===== src/rtl/regfile_if.sv =====
// Writeback/decode bus for the general-purpose register file.
// The pipeline side uses the master modport; the register file uses the slave modport.
interface regfile_if #(
    parameter int DATA_W   = 32,
    parameter int ADDR_W   = 5,
    parameter int NUM_REGS = 32
);
    logic                we;
    logic [ADDR_W-1:0]   waddr;
    logic [DATA_W-1:0]   wdata;
    logic                re1;
    logic [ADDR_W-1:0]   raddr1;
    logic [DATA_W-1:0]   rdata1;
    logic                re2;
    logic [ADDR_W-1:0]   raddr2;
    logic [DATA_W-1:0]   rdata2;
    logic [NUM_REGS-1:0] written;

    modport master (
        output we, waddr, wdata, re1, raddr1, re2, raddr2,
        input  rdata1, rdata2, written
    );

    modport slave (
        input  we, waddr, wdata, re1, raddr1, re2, raddr2,
        output rdata1, rdata2, written
    );
endinterface


===== src/rtl/regfile.sv =====
// General-purpose register file with one WB write port and two ID read ports.
// Register 0 reads as zero; reads bypass the same-cycle WB write.
module regfile #(
    parameter int DATA_W   = 32,
    parameter int ADDR_W   = 5,
    parameter int NUM_REGS = 32
) (
    input  logic       clk,
    input  logic       rst,
    regfile_if.slave   bus
);

    logic [DATA_W-1:0]   r_regs [NUM_REGS];
    logic [NUM_REGS-1:0] r_written;
    logic [DATA_W-1:0]   w_rdata1;
    logic [DATA_W-1:0]   w_rdata2;

    // Priority: reset, port disabled, zero register, WB bypass, stored value.
    function automatic logic [DATA_W-1:0] f_read (
        input logic              i_rst_n,
        input logic              i_re,
        input logic [ADDR_W-1:0] i_raddr,
        input logic              i_we,
        input logic [ADDR_W-1:0] i_waddr,
        input logic [DATA_W-1:0] i_wdata,
        input logic [DATA_W-1:0] i_stored
    );
        logic [DATA_W-1:0] w_val;
        if (!i_rst_n) begin
            w_val = {DATA_W{1'b0}};
        end else if (!i_re) begin
            w_val = {DATA_W{1'b0}};
        end else if (i_raddr == {ADDR_W{1'b0}}) begin
            w_val = {DATA_W{1'b0}};
        end else if (i_we && (i_waddr == i_raddr)) begin
            w_val = i_wdata;
        end else begin
            w_val = i_stored;
        end
        return w_val;
    endfunction

    // Register array and written-since-reset bitmap; index 0 is never updated.
    always_ff @(posedge clk or negedge rst) begin
        if (!rst) begin
            for (int i = 0; i < NUM_REGS; i++) begin
                r_regs[i] <= {DATA_W{1'b0}};
            end
            r_written <= {NUM_REGS{1'b0}};
        end else if (bus.we && (bus.waddr != {ADDR_W{1'b0}})) begin
            r_regs[bus.waddr]    <= bus.wdata;
            r_written[bus.waddr] <= 1'b1;
        end else begin
            r_written <= r_written;
        end
    end

    // Combinational read ports with independent bypass.
    always_comb begin
        w_rdata1 = {DATA_W{1'b0}};
        w_rdata2 = {DATA_W{1'b0}};
        w_rdata1 = f_read(rst, bus.re1, bus.raddr1, bus.we, bus.waddr, bus.wdata,
                          r_regs[bus.raddr1]);
        w_rdata2 = f_read(rst, bus.re2, bus.raddr2, bus.we, bus.waddr, bus.wdata,
                          r_regs[bus.raddr2]);
    end

    assign bus.rdata1  = w_rdata1;
    assign bus.rdata2  = w_rdata2;
    assign bus.written = r_written;

endmodule


===== src/flat_wrapper.sv =====
// flat-port wrapper written by rule: the top's interface ports become plain ports
module regfile_flat 
#(
    parameter int DATA_W   = 32,
    parameter int ADDR_W   = 5,
    parameter int NUM_REGS = 32
)
  (clk, rst, bus_we, bus_waddr, bus_wdata, bus_re1, bus_raddr1, bus_re2, bus_raddr2, bus_rdata1, bus_rdata2, bus_written);
  regfile_if #(.DATA_W(DATA_W), .ADDR_W(ADDR_W), .NUM_REGS(NUM_REGS)) bus_i ();
  input  logic clk;
  input  logic rst;
  input wire logic [$bits(bus_i.we)-1:0] bus_we;
  input wire logic [$bits(bus_i.waddr)-1:0] bus_waddr;
  input wire logic [$bits(bus_i.wdata)-1:0] bus_wdata;
  input wire logic [$bits(bus_i.re1)-1:0] bus_re1;
  input wire logic [$bits(bus_i.raddr1)-1:0] bus_raddr1;
  input wire logic [$bits(bus_i.re2)-1:0] bus_re2;
  input wire logic [$bits(bus_i.raddr2)-1:0] bus_raddr2;
  output wire logic [$bits(bus_i.rdata1)-1:0] bus_rdata1;
  output wire logic [$bits(bus_i.rdata2)-1:0] bus_rdata2;
  output wire logic [$bits(bus_i.written)-1:0] bus_written;
  assign bus_i.we = bus_we;
  assign bus_i.waddr = bus_waddr;
  assign bus_i.wdata = bus_wdata;
  assign bus_i.re1 = bus_re1;
  assign bus_i.raddr1 = bus_raddr1;
  assign bus_i.re2 = bus_re2;
  assign bus_i.raddr2 = bus_raddr2;
  assign bus_rdata1 = bus_i.rdata1;
  assign bus_rdata2 = bus_i.rdata2;
  assign bus_written = bus_i.written;
  regfile #(.DATA_W(DATA_W), .ADDR_W(ADDR_W), .NUM_REGS(NUM_REGS)) u_core (.clk(clk), .rst(rst), .bus(bus_i));
endmodule

===== config.mk =====
export PLATFORM = sky130hd
export DESIGN_NAME = regfile_flat
export DESIGN_NICKNAME = d
export VERILOG_FILES = /design/src/rtl/regfile_if.sv /design/src/rtl/regfile.sv /design/src/flat_wrapper.sv
export SDC_FILE = /design/constraint.sdc
export NUM_CORES = 2
export LEC_CHECK = 0
export CAP_MARGIN = 20
export CORE_UTILIZATION = 46
export CTS_BUF_LIST = sky130_fd_sc_hd__clkbuf_8
export CTS_CLUSTER_SIZE = 25
export DETAILED_ROUTE_END_ITERATION = 8
export PLACE_DENSITY_LB_ADDON = 0.1
export SYNTH_ARGS = -nofsm -noshare
export SYNTH_HDL_FRONTEND = slang
export SYNTH_SLANG_ARGS = --single-unit
export TNS_END_PERCENT = 20

===== constraint.sdc =====
create_clock -name clk -period 5.5 [get_ports clk]
set_input_delay 0.825 -clock clk [delete_from_list [all_inputs] [get_ports clk]]
set_output_delay 0.825 -clock clk [all_outputs]
set_load 0.005 [all_outputs]

==> results.py <==
metrics = {
    "clock_network": {
        "post_cts_resized": 0,
        "clk_latency_ns": 0.88,
        "clock-sinks": 1056,
        "cts_root_buf": "clkbuf_8",
        "cts_tree": "yes",
        "htreeDepth": 4,
        "clkTransAtPathRegs_ns": 0.05,
        "cts_setup_buffers": 0,
        "cts-buffers-inserted": 185,
        "clockBufferDepth": 3,
    },
    "sta": {
        "hold_viol_final": 0,
        "rsz0062_at_grt": "no",
        "worstMarginPinSlew_ns": 1.09,
        "slew_violations": 0,
        "fin_crit_ns": 5.19,
        "skew_ns": 0,
        "setup_tns_ns": 0,
        "fin_crit_sh": 0.943,
        "max_freq_mhz": 193,
        "finalSetupViolations": 0,
        "relSlewSlack": 0.272,
    },
    "critical_path": {
        "cp.arrival_ns": 4.36,
        "path_class": "in2out",
        "required_ns": 4.68,
        "crit_top_cell": "clkdlybuf4s50_1",
        "cp_slowest_cell": "a41oi_1",
        "crit_buf_inv": 2,
        "crit_family": "buffers and inverters",
        "cp-end-kind": "primary output",
        "path_max_fanout": 38,
        "start_kind": "input port",
        "crit_cells": 6,
        "cpPeakStageDelay_ns": 0.84,
        "path_cells": "clkdlybuf4s50_1 > xor2_1 > nor4_1 > nand3_4 > a41oi_1 > clkdlybuf4s50_1",
        "ff2ff_path_depth": 1,
    },
    "synth": {
        "synth_cell_types": 50,
        "ys_seq_elements": 1056,
        "syn_inst": 4052,
        "synth_most_common_cell": "dfrtp_1",
        "synth_area_leaders": "dfrtp_1 46%, mux2_2 18%, mux4_2 12%",
        "synth_top_family_by_area": "multiplexers",
        "ys_warn_count": 0,
        "synth_top_area_share": 0.461,
        "syn_avg_cell_area_um2": 14.1,
        "async_flop_share": 1.00,
        "yosys.area_share.xor_xnor": 0.00153,
        "synth_common_cells": "1056 x dfrtp_1, 933 x mux2_2, 437 x mux2i_1",
        "synth_seq_area_share": 0.461,
        "synth_edf_count": 0,
        "synth_compound_area_frac": 0.0619,
        "synth_top_area_cell": "dfrtp_1",
        "synth_area_um2": 57300,
        "syn-num-nets": 4104,
        "synth_mux_area_frac": 0.402,
        "synth_ff_type": "dfrtp_1",
        "synthAdderAreaFrac": 0,
        "synth-simple-area-share": 0.0247,
    },
    "global_route": {
        "met2_usage": 0.452,
        "grt_pass1_vias": 38900,
        "antenna_found_initial": 11,
        "grt_use_met3": 0.0710,
        "grt_pass1_wl_um": 282000,
        "grt_max_degree": 168,
        "track_usage": 0.310,
        "overflow": 0,
        "met1_usage": 0.447,
        "top_usage_layer": "met2",
    },
    "placed_design": {
        "hpwl_um": 117000,
        "place_area_um2": 60100,
        "port_buffers": 147,
        "place.gp.congestion": 0.859,
    },
    "status": {
        "status": "complete, no violations",
    },
    "drt": {
        "via_count": 38100,
        "drtPass1Iterations": 7,
        "vias_per_cell": 6.47,
        "drt_iter0_drc": 3579,
        "remaining_drc_errors": 0,
        "wl_per_cell_um": 33.0,
        "ant_nets": 0,
        "wl_um": 194000,
    },
    "die": {
        "die_h_um": 355,
        "start_util": 0.463,
        "dieArea_um2": 126000,
        "io_pins": 148,
        "core_area_um2": 124000,
        "die_w_um": 355,
        "rows": 129,
    },
    "power_and_ir_drop": {
        "p_switching_mw": 6.40,
        "swShare": 0.288,
        "power_frac_seq": 0.464,
        "power_leakage_nw": 28.2,
        "vdd_drop_max_mv": 0.279,
        "power_density_nw_per_um2": 348,
        "internal_power_mw": 15.8,
        "comb_power_share": 0.209,
        "power_mw": 22.2,
        "p_clk_frac": 0.327,
    },
    "job": {
        "maxCapViolCount": 0,
    },
    "finish": {
        "drive_above_1_share": 0.429,
        "area.growth.synth_to_final_pct": 11.5,
        "design_area_um2": 63900,
        "nets": 4157,
    },
    "min_path": {
        "hold_class": "reg2reg",
        "hold_depth": 0,
    },
}
==> placed cells by master, fill, tap and decap left out, types with 18 or more instances in the layout <==
master              n
o221ai_1           23
buf_12             30
mux2_4             58
dfrtp_1          1056
a211o_1            42
nor3_1             50
buf_4             159
a211oi_1           21
o21ai_0           110
inv_1              70
mux2i_1           437
clkdlybuf4s50_1   136
mux4_2            304
a41oi_1            52
nor2b_1            70
mux2_2            933
nand2b_1           18
or2_2              18
o22ai_1           157
a22oi_1            70
clkbuf_8          239
==> path summary, 6_finish.rpt <==
path | slack, ns | to | from
worst min register to register | 0.37 | u_core.bus.written[0] | u_core.bus.written[0]
worst max-delay path | 0.31 | bus_rdata1[19] | bus_waddr[3]
worst min-delay path | 0.37 | u_core.bus.written[0] | u_core.bus.written[0]
worst max register to register | 4.70 | u_core.r_regs[523] | u_core.r_regs[523]
min in group asynchronous | 0.42 | u_core.r_regs[375] | rst
max in group asynchronous | 2.30 | u_core.r_regs[70] | rst
==> cells by family (layout without fill, tap and decap cells) <==
family / count (synthesis) / in the layout
AO/OA/AOI/OAI: 518 / 518
XOR/XNOR: 10 / 10
buffers and inverters: 470 / 664
flip-flops: 1056 / 1056
multiplexers: 1749 / 1749
other: 0 / 5
AND/OR/NAND/NOR: 249 / 249
==> layout make-up <==
cell class,count,area [µm²]
antenna,5,12.5
clock buffer,237,3260
clock inverter,91,415
fill,10700,59800
multi-input combinational,2526,28400
sequential,1056,26400
tap,1637,2050
timing repair buffer,336,3300
==> power groups by stage <==
stage / registers [mW] / logic (mW) / clock network [mW]
2_1_floorplan: 10.1 / 3.42 / 0
3_3_place_gp: 10.4 / 4.58 / 0
3_5_place_dp: 10.4 / 4.64 / 0
4_1_cts: 10.3 / 4.66 / 7.43
5_1_grt: 10.5 / 4.97 / 7.77
6_report: 10.3 / 4.65 / 7.27
==> what timing repair did <==
item | CTS | global route
hold buffers | 1 | 0
endpoints found under the setup margin | 0 | 0
endpoints found under the hold margin | 33 | 0
==> sequential cells by signal, summed over array words and instances, names as in the netlist <==
register            count
u_core.r_regs        1024
u_core.bus.written     32
==> layer usage <==
| metal | vias to the layer above | part of all wire |
|---|---|---|
| met3 | 388 | 0.082 |
| met1 | 20500 | 0.44 |
| li1 | 15600 | - |
| met2 | 1620 | 0.44 |
| met5 | - | 0.00034 |
| met4 | 6 | 0.038 |
==> metrics by stage <==
step                cells  hold WS [ns]  worst slack (ns)  utilization
floorplan            4052         0.438              2.33            -
global placement     5553         0.365             0.448        0.486
detailed placement   5553         0.364             0.467        0.486
CTS                  5882         0.366             0.451        0.516
global route         5887         0.401             0.209        0.516
finish               5888         0.371             0.314        0.516
Power figures use the tool's default switching activity.
